## config.mk

```make
export PLATFORM = sky130hd
export DESIGN_NAME = adc_acq_sequencer
export DESIGN_NICKNAME = d
export VERILOG_FILES = /design/src/rtl/adc_pkg.sv /design/src/rtl/adc_shift_rx.sv /design/src/rtl/adc_acq_sequencer.sv
export SDC_FILE = /design/constraint.sdc
export NUM_CORES = 1
export LEC_CHECK = 0
export CAP_MARGIN = 20
export CORE_ASPECT_RATIO = 0.6
export CORE_MARGIN = 2
export CORE_UTILIZATION = 59
export DETAILED_ROUTE_END_ITERATION = 10
export PLACE_DENSITY = 0.8
export SLEW_MARGIN = 20
export SYNTH_ARGS = -nofsm -noshare
export SYNTH_HDL_FRONTEND = slang
export SYNTH_HIERARCHICAL = 1
export SYNTH_SLANG_ARGS = --single-unit
```

## constraint.sdc

```tcl
create_clock -name clk -period 3.1 [get_ports clk]
set_input_delay 0.31 -clock clk [delete_from_list [all_inputs] [get_ports clk]]
set_output_delay 0.31 -clock clk [all_outputs]
set_load 0.05 [all_outputs]
```

## src/rtl/adc_pkg.sv

```systemverilog
// rtl/adc_pkg.sv - shared state type and timing constants for the ADC acquisition sequencer
package adc_pkg;

    typedef enum logic [2:0] {
        S_IDLE  = 3'd0,
        S_CS    = 3'd1,
        S_SHIFT = 3'd2,
        S_WRITE = 3'd3,
        S_WAIT  = 3'd4,
        S_DONE  = 3'd5
    } adc_state_t;

    // The ADC emits one leading zero before the MSB of every conversion
    localparam int ADC_LEAD_BITS = 1;

    // Shortest legal conversion period: CS cycle + leading bit + data bits + write cycle
    function automatic int adc_min_period(input int width);
        return width + ADC_LEAD_BITS + 2;
    endfunction

endpackage

```

## src/rtl/adc_shift_rx.sv

```systemverilog
// rtl/adc_shift_rx.sv - ADC serial deserialiser with leading-bit discard
module adc_shift_rx
    import adc_pkg::*;
#(
    parameter int WIDTH = 12
) (
    input  logic             clk,
    input  logic             reset_n,
    input  logic             i_clear,
    input  logic             i_shift_en,
    input  logic             i_sd,
    output logic [WIDTH-1:0] o_data,
    output logic             o_sample_valid
);

    localparam int TOTAL_BITS = ADC_LEAD_BITS + WIDTH;
    localparam int CW         = $clog2(TOTAL_BITS + 1);

    logic [CW-1:0]    r_bit_cnt;
    logic [WIDTH-1:0] r_shift;
    logic             w_lead_bit;

    assign w_lead_bit     = (r_bit_cnt < CW'(ADC_LEAD_BITS));
    // High on the edge that captures the LSB, so the word is complete on the next cycle
    assign o_sample_valid = i_shift_en && (r_bit_cnt == CW'(TOTAL_BITS - 1));
    assign o_data         = r_shift;

    // Count captured edges; drop the leading bit(s), shift data bits in MSB first
    always_ff @(posedge clk or negedge reset_n) begin
        if (!reset_n) begin
            r_bit_cnt <= '0;
            r_shift   <= '0;
        end else if (i_clear) begin
            r_bit_cnt <= '0;
        end else if (i_shift_en && (r_bit_cnt != CW'(TOTAL_BITS))) begin
            r_bit_cnt <= r_bit_cnt + 1'b1;
            if (!w_lead_bit) begin
                r_shift <= {r_shift[WIDTH-2:0], i_sd};
            end
        end
    end

endmodule

```

## src/rtl/adc_acq_sequencer.sv

```systemverilog
// rtl/adc_acq_sequencer.sv - ADC frame acquisition controller feeding the FFT sample RAM
module adc_acq_sequencer
    import adc_pkg::*;
#(
    parameter int WIDTH     = 12,
    parameter int N_SAMPLES = 128,
    parameter int PERIOD    = 32
) (
    input  logic                         clk,
    input  logic                         reset_n,
    input  logic                         start,
    input  logic                         abort,
    output logic                         busy,
    output logic                         done,
    output logic                         adc_cs,
    input  logic                         adc_sd,
    output logic                         wr_en,
    output logic [$clog2(N_SAMPLES)-1:0] wr_addr,
    output logic [WIDTH-1:0]             wr_data
);

    localparam int AW = $clog2(N_SAMPLES);
    localparam int PW = $clog2(PERIOD + 1);

    generate
        if (PERIOD < adc_min_period(WIDTH)) begin : g_period_check
            $fatal(1, "adc_acq_sequencer: PERIOD must be at least WIDTH+3");
        end
        if ((N_SAMPLES < 2) || ((N_SAMPLES & (N_SAMPLES - 1)) != 0)) begin : g_samples_check
            $fatal(1, "adc_acq_sequencer: N_SAMPLES must be a power of two >= 2");
        end
    endgenerate

    adc_state_t       r_state;
    adc_state_t       w_next_state;
    logic [AW-1:0]    r_sample_cnt;
    logic [PW-1:0]    r_period_cnt;
    logic             r_busy;
    logic [AW-1:0]    r_wr_addr;
    logic [WIDTH-1:0] r_wr_hold;

    logic             w_rx_clear;
    logic             w_shift_en;
    logic             w_sample_valid;
    logic [WIDTH-1:0] w_rx_data;
    logic             w_last_sample;
    logic             w_period_end;

    assign w_last_sample = (r_sample_cnt == AW'(N_SAMPLES - 1));
    assign w_period_end  = (r_period_cnt == PW'(PERIOD - 1));
    assign w_shift_en    = (r_state == S_SHIFT);
    assign w_rx_clear    = (r_state != S_SHIFT) || abort;

    adc_shift_rx #(
        .WIDTH (WIDTH)
    ) u_shift_rx (
        .clk            (clk),
        .reset_n        (reset_n),
        .i_clear        (w_rx_clear),
        .i_shift_en     (w_shift_en),
        .i_sd           (adc_sd),
        .o_data         (w_rx_data),
        .o_sample_valid (w_sample_valid)
    );

    // State register
    always_ff @(posedge clk or negedge reset_n) begin
        if (!reset_n) begin
            r_state <= S_IDLE;
        end else begin
            r_state <= w_next_state;
        end
    end

    // Next-state logic; abort overrides every other transition
    always_comb begin
        w_next_state = r_state;
        case (r_state)
            S_IDLE:  if (start) w_next_state = S_CS;
            S_CS:    w_next_state = S_SHIFT;
            S_SHIFT: if (w_sample_valid) w_next_state = S_WRITE;
            S_WRITE: begin
                // At the minimum period the write lands on the last period cycle, so skip WAIT
                if (w_last_sample)     w_next_state = S_DONE;
                else if (w_period_end) w_next_state = S_CS;
                else                   w_next_state = S_WAIT;
            end
            S_WAIT:  if (w_period_end) w_next_state = S_CS;
            S_DONE:  w_next_state = S_IDLE;
            default: w_next_state = S_IDLE;
        endcase
        if (abort) begin
            w_next_state = S_IDLE;
        end
    end

    // Period counter: zero in every CS cycle, free-running until the next CS
    always_ff @(posedge clk or negedge reset_n) begin
        if (!reset_n) begin
            r_period_cnt <= '0;
        end else if ((w_next_state == S_CS) || (w_next_state == S_IDLE)) begin
            r_period_cnt <= '0;
        end else begin
            r_period_cnt <= r_period_cnt + 1'b1;
        end
    end

    // Sample counter: advances after each write, cleared whenever the frame ends
    always_ff @(posedge clk or negedge reset_n) begin
        if (!reset_n) begin
            r_sample_cnt <= '0;
        end else if (w_next_state == S_IDLE) begin
            r_sample_cnt <= '0;
        end else if ((r_state == S_WRITE) && !w_last_sample) begin
            r_sample_cnt <= r_sample_cnt + 1'b1;
        end
    end

    // Busy drops on the edge that enters DONE so it falls as done rises
    always_ff @(posedge clk or negedge reset_n) begin
        if (!reset_n) begin
            r_busy <= 1'b0;
        end else begin
            r_busy <= (w_next_state != S_IDLE) && (w_next_state != S_DONE);
        end
    end

    // Write address captured on entry to WRITE and held until the next write
    always_ff @(posedge clk or negedge reset_n) begin
        if (!reset_n) begin
            r_wr_addr <= '0;
        end else if (w_next_state == S_WRITE) begin
            r_wr_addr <= r_sample_cnt;
        end
    end

    // Keep the last written sample so wr_data holds while the next one shifts in
    always_ff @(posedge clk or negedge reset_n) begin
        if (!reset_n) begin
            r_wr_hold <= '0;
        end else if (r_state == S_WRITE) begin
            r_wr_hold <= w_rx_data;
        end
    end

    assign busy    = r_busy;
    assign done    = (r_state == S_DONE);
    assign adc_cs  = (r_state == S_CS);
    assign wr_en   = (r_state == S_WRITE);
    assign wr_addr = r_wr_addr;
    assign wr_data = (r_state == S_WRITE) ? w_rx_data : r_wr_hold;

endmodule

```

# ---- Word-level counts from Yosys, hierarchy flattened
# Cells that the tools add are included.
dict set report op_classes {
  magnitude_cmp 1
  reduce_logical 13
  eq_ne 13
  muxes 13
  n_bitwise 2
  addsub 3
}
# operator count
set op_table {}
lappend op_table {{2-to-1 mux 3 bit} 6}
lappend op_table {{one-hot mux 3 bit (5 select lines)} 1}
lappend op_table {{2-to-1 mux 7 bit} 2}
lappend op_table {{2-to-1 mux 12 bit} 1}
lappend op_table {{== test 3 x 2 -> 1 bit, second input constant} 3}
lappend op_table {{2-to-1 mux 4 bit} 2}
lappend op_table {{adder 7 x 1 -> 7 bit, second input constant} 1}
lappend op_table {{== test 7 bit, second input constant} 1}
lappend op_table {{adder 6 x 1 -> 6 bit, second input constant} 1}
lappend op_table {{== test 3 x 1 -> 1 bit, second input constant} 2}
lappend op_table {{== test 3 bit, second input constant} 2}
lappend op_table {{== test 6 x 5 -> 1 bit, second input constant} 1}
lappend op_table {{logical NOT 3 bit} 2}
lappend op_table {{2-to-1 mux 6 bit} 1}
lappend op_table {{adder 4 x 1 -> 4 bit, second input constant} 1}
lappend op_table {{== test 4 bit, second input constant} 1}
lappend op_table {{logical AND 1 bit} 4}
lappend op_table {{< comparator 4 x 1 -> 1 bit, second input constant} 1}
lappend op_table {{inequality test 4 bit, second input constant} 1}
lappend op_table {{nonzero test 2 bit} 2}
lappend op_table {{inequality test 3 x 2 -> 1 bit, second input constant} 1}
lappend op_table {{inequality test 3 bit, second input constant} 1}
lappend op_table {{AND reduction 3 bit} 1}
lappend op_table {{nonzero test 3 bit} 1}
lappend op_table {{other kinds (3)} 5}
dict set report totals {
  out_inout_bits 23
  in_bits 5
  regBits 52
}

# ---- Depth between registers and ports, before layout
# Gate-level depths: netlist of the first run.
dict set report depth {
  ltp_word 8
  ltp_mapped 9
}

# ---- Modules after synthesis
# The synthesis of the first run kept the hierarchy.
# module area_each_um2 instances cells_each
set modules_own_cells {}
lappend modules_own_cells {adc_acq_sequencer 1685.4 1 161}
lappend modules_own_cells {adc_shift_rx 745.7 1 55}

# ---- Worst setup path before layout of the first run
# No wires, ideal clock.
dict set report synth_path {
  path_type {flip-flop to output port}
  from {reg r_state[2]}
  to {out wr_data[10]}
  slack_ps 801
  t_required_ps 2790
  path_stages_with_launch 7
  arrival_ps 1989
  cell_sequence {dfrtp_1 > buf_4 > nand3b_1 > inv_2 > clkbuf_1 > nand2_1 > nand2_1}
}
dict set report synth_via {
  elab_chain_cells 2
}
# item line
set synth_rtl {}
lappend synth_rtl {{start: declaration} adc_acq_sequencer.sv:34} ;# adc_state_t r_state;
lappend synth_rtl {{start signal: assignment} adc_acq_sequencer.sv:71} ;# r_state <= w_next_state;
lappend synth_rtl {{== test 3 x 2 -> 1 bit} -}
lappend synth_rtl {{via wr_en} adc_acq_sequencer.sv:17} ;# output logic wr_en,
lappend synth_rtl {{2-to-1 mux 12 bit} -}
lappend synth_rtl {{end: declaration} adc_acq_sequencer.sv:19} ;# output logic [WIDTH-1:0] wr_data
# The timed path passes the listed nets, and every way through them passes these cells.

# ---- Worst setup path after layout of the first run
dict set report layout_path {
  from {reg r_state[2]}
  to {out wr_data[3]}
}
dict set report layout_via {
  elab_chain_cells 2
}
# item line
set layout_rtl {}
lappend layout_rtl {{== test 3 x 2 -> 1 bit} adc_acq_sequencer.sv:151} ;# assign wr_data = (r_state == S_WRITE) ? w_rx_data : r_wr_hold;
lappend layout_rtl {{2-to-1 mux 12 bit} -}
# No other way between the ends.

==> metrics.md, run 1 <==
| Metric | Value |
|---|---|
| Status | finished, final reports clean |
| R2R Path End | u_shift_rx/o_data[0] |
| Cts hold-fix bufs | 0 |
| Int Pwr | 878.9 uW |
| WL met3 | between 150 and 200 um |
| Share of the synthesized area in the top cell type | 53.53% |
| Post-synthesis mux area share | 9.213% |
| Worst stage delay on the critical path | 0.80 ns |
| Switching Share | 25.84% |
| Placed Cells | 287 |
| Via/cell ratio | 5.586 |
| Count of warnings emitted by yosys | 6 |
| Initial cell density of the core | approximately 60% |
| CTS tree | done |
| Floorplan core area | 0.004031 mm^2 |
| Post_cts resized | 0 |
| Die X | around 87 um |
| DR pass1 iterations | 4 |
| Crit path capture | wr_data[3] |
| NetSw | 306.3 uW |
| First-pass GRT wire length | ~7500 um |
| Critical Path, Cell by Cell | nand3b_1 -> inv_2 -> nand2_1 -> nand2_1 -> clkdlybuf4s50_1 |
| Post-synthesis sequential area ratio | between 50% and 60% |
| Final worst path period need | 2.617 ns |
| Synth Area in Simple Gates | 17.60% |
| 1st-iter DRT viols | 74 |
| Fin crit share | 84.40% |
| Largest family of logic cells by synthesized area | simple AND/OR/NAND/NOR gates |
| Critical Path AT | 2.31 ns |
| Max-Cap Viols | 0 |
| Tot GR Track Use | between 20% and 30% |
| Type of origin of the critical path | flip-flop |
| Worst Path Max Fanout | 16 |
| Routed Antenna Nets | 0 |
| Chip height | 53.72 um |
| Synth Register Bits | 52 |
| Met2 wire len | 1957 um |
| Combinational group share of total power | about 9% |
| Clk slew on worst S/H paths | 0.09 ns |
| Synth Area in Compound Gates | 9.058% |
| Worst clock skew | 0.006680 ns |
| Synth cell types | 48 |
| Leak pwr | 1.283 nW |
| Clk sinks | 52 |
| CP endpoint kind | primary output |
| Clk buf depth | 2 |
| Die footprint | 0.004667 mm^2 |
| Worst path slowest cell | clkdlybuf4s50_1 |
| Yosys top cell by area | dfrtp_1 |
| Ys flop type | dfrtp_1 |
| Share of synthesized registers carrying an async set or reset | 100.0% |
| Adder-cell share of the synthesized area | 3.088% |
| Worst R2R Path Depth | 5 |
| Post-CTS setup buffers | 0 |
| Cell mode on critical path | nand2_1 |
| Ratio of cells with drive above 1 in the final layout | 19.18% |
| Kind of critical path | reg -> out |
| Top sig layer | met4 |
| Fin cells | 295 |
| Layout area overhead | 15.18% |
| Final WL | around 4600 um |
| Flop2flop setup slack | 0.69 ns |
| DR WL/cell | 15.56 um |
| Most frequent cell after synthesis | dfrtp_1 |
| Mapped Avg Cell Area | 11.26 um^2 |
| Grt ovf | 0 |
| Fmax | about 380 MHz |
| Fin. Hold Viols | 0 |
| Final setup vio count | 0 |
| Measured slew at the worst slew-check pin | around 0.88 ns |
| Slew HR | around two fifths |
| Wl on met1 | about 2400 um |
| I/O pins | 28 |
| Layout Nets | 255 |
| Clk root buf | clkbuf_8 |
| Pwr dens | 423.2 mW/mm^2 |
| Mapped Nets | 227 |
| RSZ-0062 raised after global routing | no |
| Syn Std Cell Area | 0.002431 mm^2 |
| Min-Delay Path Class | in -> async |
| Worst r2r src | r_state[0] |
| Fin. max-slew vios | 0 |
| Post-route DRC | 0 |
| Clk Latency, worst-skew pair | 0.30 ns |
| # rows | 18 |
| Largest net degree at the start of global routing | 42 |
| Ant diodes | 0 |
| Routability cong. | 0.8200 |
| Commonest cells post-synth | 52 x dfrtp_1, 38 x nand2_1, 19 x mux2_2 |
| Clock share of power | 32.1% |
| Synth Area in XOR/XNOR | 3.603% |
| Power share of the sequential group | between 50% and 60% |
| CTS Buf Count | 5 |
| H-tree Lvls | 2 |
| Post-Syn Instances | around 220 |
| Vias in the first global route | between 1500 and 2000 |
| Worst setup path startpoint | r_state[2] |
| Initial antenna violation count | 0 |
| Setup TNS | 0 ns |
| Largest vdd supply drop | 0.3598 mV |
| Number of flops mapped to enable cells by yosys | 0 |
| Dominant cells by area after synthesis | dfrtp_1 54%, mux2_2 8.8%, nand2_1 5.9% |
| DP HPWL | ~3100 um |
| Total number of vias | 1648 |
| CP required | 2.79 ns |
| Buffers on Ports | 27 |
-- per-stage QoR --
step | total power, mW | utilization [%] | setup slack, ns | hold WS (ns) | instance area [um^2]
4_1_cts | 1.196 | 69.46 | 0.4693 | 0.1352 | 2800
3_5_place_dp | 0.8181 | 67.29 | 0.7211 | 0.4568 | 2713
2_1_floorplan | 0.7824 | - | 0.8005 | 0.01441 | 2431
6_report | 1.185 | 69.46 | 0.4835 | 0.1162 | 2800
3_3_place_gp | 0.8173 | 67.29 | 0.7633 | 0.4478 | 2713
5_1_grt | 1.230 | 69.46 | 0.3173 | 0.1935 | 2800
-- layer usage --
layer / vias to the layer above / GRT usage (%)
li1: 790 / -
met1: 817 / 32.40
met2: 34 / 31.04
met3: 7 / 5.215
met4: 0 / 4.948
met5: - / 0
-- kinds of logic (layout without fill, tap and decap cells) --
group	Yosys count	after routing
AO/OA/AOI/OAI	28	28
flip-flops	52	52
AND/OR/NAND/NOR	83	83
buffers and inverters	17	46
adder cells (fa/ha/maj)	6	6
multiplexers	20	20
XOR/XNOR	10	10
-- registers in the layout (all words and copies together) (netlist names) --
signal,cells
u_shift_rx/r_bit_cnt,4
r_wr_hold,12
busy,1
r_sample_cnt,7
r_state,3
wr_addr,7
u_shift_rx/o_data,12
r_period_cnt,6
-- worst min-delay path by stage --
stage / start / endpoint / slack [ns] / depth (start not counted)
2_1_floorplan: reset_n / busy / 0.01 / 0
3_3_place_gp: r_period_cnt[0] / r_period_cnt[0] / 0.45 / 1
3_5_place_dp: reset_n / wr_addr[2] / 0.46 / 1
4_1_cts: reset_n / wr_addr[5] / 0.14 / 1
5_1_grt: reset_n / wr_addr[2] / 0.19 / 1
6_report: reset_n / wr_addr[2] / 0.12 / 1
-- critical path: cells and delay by family, from the launching register on --
kind                   cells  cell delay (ns)
DFF                        1             0.49
buffers and inverters      2             1.07
and+or+nand+nor            3             0.46
-- layout by cell type, fill, tap and decap left out, drive strengths merged, types with 5 or more instances in the layout --
cell,count
a21oi,12
clkbuf,5
clkdlybuf4s50,26
dfrtp,52
ha,6
inv,9
mux2,19
nand2,38
nand3,9
nor2,15
nor3,5
o21ai,5
xnor2,7
-- power groups by stage --
stage               combinational [mW]  sequential (mW)  clock (mW)
floorplan                       0.0637            0.719           0
global placement                 0.107            0.710           0
detailed placement               0.108            0.711           0
CTS                              0.108            0.698       0.390
global route                     0.117            0.700       0.412
finish                           0.107            0.698       0.380
-- layout make-up --
type	count	area (um^2)
clock buffer	5	68.82
multi-input combinational	147	1035
sequential	52	1301
fill	298	1231
inverter	9	33.78
tap	50	62.56
timing repair buffer	29	280.3
clock inverter	3	18.77
(Power assumes the default switching activity.)
==> run 2, diff against run 1 <==
--- a/config.mk
+++ b/config.mk
@@ -8,9 +8,9 @@
 export CAP_MARGIN = 20
 export CORE_ASPECT_RATIO = 0.6
 export CORE_MARGIN = 2
-export CORE_UTILIZATION = 59
+export CORE_UTILIZATION = 50
 export DETAILED_ROUTE_END_ITERATION = 10
-export PLACE_DENSITY = 0.8
+export PLACE_DENSITY = 0.72
 export SLEW_MARGIN = 20
 export SYNTH_ARGS = -nofsm -noshare
 export SYNTH_HDL_FRONTEND = slang
==> constraint.sdc (replaced) <==
create_clock -name clk -period 2.3 [get_ports clk]
set_input_delay 0.23 -clock clk [delete_from_list [all_inputs] [get_ports clk]]
set_output_delay 0.23 -clock clk [all_outputs]
set_load 0.05 [all_outputs]
==> run 2 against run 1 <==
Effect of this change:
- sequential power is 34% higher
- sequential share of layout area is 3.9 points lower
- final area is 9.2% higher
- worst setup slack worse by 0.27 ns
- flip-flop and latch count stayed put
- critical path depth is 2 lower
- clock-buffer cell count stayed put
- clock skew hardly changed
- cell count is 6.1% higher
- routed wire length is 2.0% lower
- critical path type unchanged
==> metrics.md, run 2 (same netlist as run 1, synthesis figures left out) <==
| Metric | Value |
|---|---|
| Status | finished, final reports clean (unchanged) |
| Clk buf depth | 2 (unchanged) |
| Clk root buf | clkbuf_8 (unchanged) |
| Vias in the first global route | 1631 (was 1578) |
| DP HPWL | 3174 um (was 3089 um) |
| Placed Cells | 304 (was 287) |
| I/O pins | 28 (unchanged) |
| Floorplan core area | 0.004636 mm^2 (was 0.004031 mm^2) |
| Via/cell ratio | 5.224 (was 5.586) |
| First-pass GRT wire length | 8100 um (was 7548 um) |
| Largest vdd supply drop | 0.3322 mV (was 0.3598 mV) |
| Slew HR | 62.18% (was 41.15%) |
| Clk Latency, worst-skew pair | 0.30 ns (about the same) |
| Post-route DRC | 0 (unchanged) |
| Placed cell areas | 0.002902 mm^2 (was 0.002713 mm^2) |
| Final setup vio count | 0 (unchanged) |
| Layout area overhead | 25.73% (was 15.18%) |
| Measured slew at the worst slew-check pin | 0.5673 ns (was 0.8828 ns) |
| Filler Cell Count | 359 (was 298) |
| Pwr dens | 600.1 mW/mm^2 (was 423.2 mW/mm^2) |
| Critical path's top delay family | buffers and inverters (unchanged) |
| CTS Buf Count | 5 (unchanged) |
| Fmax | between 400 and 500 MHz |
| Total number of vias | 1635 (was 1648) |
| # rows | 19 (was 18) |
| Stages on worst setup path | 3 (was 5) |
| Worst r2r src | r_state[0] (unchanged) |
| CTS tree | done (unchanged) |
| Largest net degree at the start of global routing | 29 (was 42) |
| Kind of critical path | reg -> out (unchanged) |
| H-tree Lvls | 2 (unchanged) |
| Worst stage delay on the critical path | 0.83 ns (was 0.80 ns) |
| Ratio of cells with drive above 1 in the final layout | 26.80% (was 19.18%) |
| DR WL/cell | 14.36 um (was 15.56 um) |
| Final WL | 4496 um (was 4590 um) |
| Ant diodes | 0 (unchanged) |
| Min-Delay Path Class | in -> async (unchanged) |
| Clk slew on worst S/H paths | 0.10 ns (was 0.09 ns) |
| Routed Antenna Nets | 0 (unchanged) |
| 1st-iter DRT viols | 126 (was 74) |
| Critical Path, Cell by Cell | buf_4 -> nor3b_1 -> clkdlybuf4s50_1 (was nand3b_1 -> inv_2 -> nand2_1 -> nand2_1 -> clkdlybuf4s50_1) |
| Setup TNS | 0 ns (unchanged) |
| Initial cell density of the core | 52.44% (was 60.30%) |
| Worst path slowest cell | clkdlybuf4s50_1 (unchanged) |
| Fin cells | 313 (was 295) |
| Worst Path Max Fanout | 9 (was 16) |
| Fin. Hold Viols | 0 (unchanged) |
| CP endpoint kind | primary output (unchanged) |
| RSZ-0062 raised after global routing | no (unchanged) |
| Die footprint | 0.005454 mm^2 (was 0.004667 mm^2) |
| Layout Nets | 260 (was 255) |
| Initial antenna violation count | 0 (unchanged) |
| Final worst path period need | 2.084 ns |
| Clk sinks | 52 (unchanged) |
| Die X | 94.02 um (was 86.87 um) |
| Worst R2R Path Depth | 6 (was 5) |
| Cell area after layout | 0.003057 mm^2 (was 0.002800 mm^2) |
| CP required | 2.07 ns (was 2.79 ns) |
| Commonest non-fill, non-tap cells in the layout | 52 x dfrtp_1, 38 x nand2_1, 19 x mux2_2 (was 52 x dfrtp_1, 38 x nand2_1, 26 x clkdlybuf4s50_1) |
| Tot GR Track Use | 19.27% (was 21.33%) |
| Leak pwr | 1.400 nW (was 1.283 nW) |
| Fin crit share | 90.62% |
| Type of origin of the critical path | flip-flop (unchanged) |
| Total chip power | 1.834 mW (was 1.185 mW) |
| Buffers on Ports | 27 (unchanged) |
| Fin Hold WS | 0.4603 ns (was 0.1162 ns) |
| Critical Path AT | 1.85 ns (was 2.31 ns) |
| Chip height | 58.01 um (was 53.72 um) |
| DR pass1 iterations | 4 (unchanged) |
| Critical path buffers and inverters | 2 (unchanged) |
| Worst setup path startpoint | r_state[2] (unchanged) |
| Max-Cap Viols | 0 (unchanged) |
| Worst clock skew | 0.006822 ns (was 0.006680 ns) |
| Commonest non-fill, non-tap cell in the layout | dfrtp_1 (unchanged) |
| Routability cong. | 0.8586 (was 0.8200) |
| Fin. max-slew vios | 0 (unchanged) |
| Grt ovf | 0 (unchanged) |
run 2: cell type report:
cell class                      instances  area [um^2]  area share, %
Clock buffer                            5        68.82          2.251
Clock inverter                          3        68.82          2.251
Inverter                                9        33.78          1.105
Multi-Input combinational cell        147         1042          34.10
Sequential cell                        52         1301          42.57
Tap cell                               63        78.83          2.579
Timing Repair Buffer                   34        462.9          15.15
run 2: final timing paths:
check                                     endpoint  slack (ns)
setup / recovery                            adc_cs        0.22
hold / removal                          wr_addr[5]        0.46
setup reg to reg                        wr_addr[0]        0.22
hold reg to reg                    r_period_cnt[0]        0.49
max in group asynchronous  u_shift_rx/r_bit_cnt[1]        1.30
min in group clk                   r_period_cnt[0]        0.49
run 2: stage by stage:
| step | utilization, % | worst slack, ns |
|---|---|---|
| global route | 65.94 | 0.06743 |
| CTS | 65.78 | 0.03156 |
| global placement | 62.59 | 0.1577 |
| floorplan | - | 0.08052 |
| finish | 65.94 | 0.2156 |
| detailed placement | 62.59 | 0.04431 |
run 2: where the power goes:
group / internal [mW] / total, mW / switching [mW]
sequential: 0.926 / 0.936 / 0.0104
combinational: 0.0548 / 0.161 / 0.106
clock: 0.438 / 0.737 / 0.299
run 2: what timing repair did:
| item | 4_1_cts | 5_1_grt |
|---|---|---|
| endpoints found under the hold margin | 24 | 0 |
| hold buffers | 1 | 0 |
| setup buffers | 0 | 0 |
| endpoints found under the setup margin | 0 | 9 |
| resized for setup | 0 | 3 |
run 2: per-layer routing:
| layer | vias to the layer above | share of wire [%] | routed length [um] | GRT usage [%] |
|---|---|---|---|---|
| met5 | - | 0 | 0 | 0 |
| met4 | 0 | 0.44 | 20 | 3.727 |
| met3 | 2 | 4.4 | 200 | 4.551 |
| met2 | 28 | 43 | 1929 | 26.43 |
| met1 | 804 | 52 | 2345 | 31.26 |
| li1 | 801 | - | - | - |
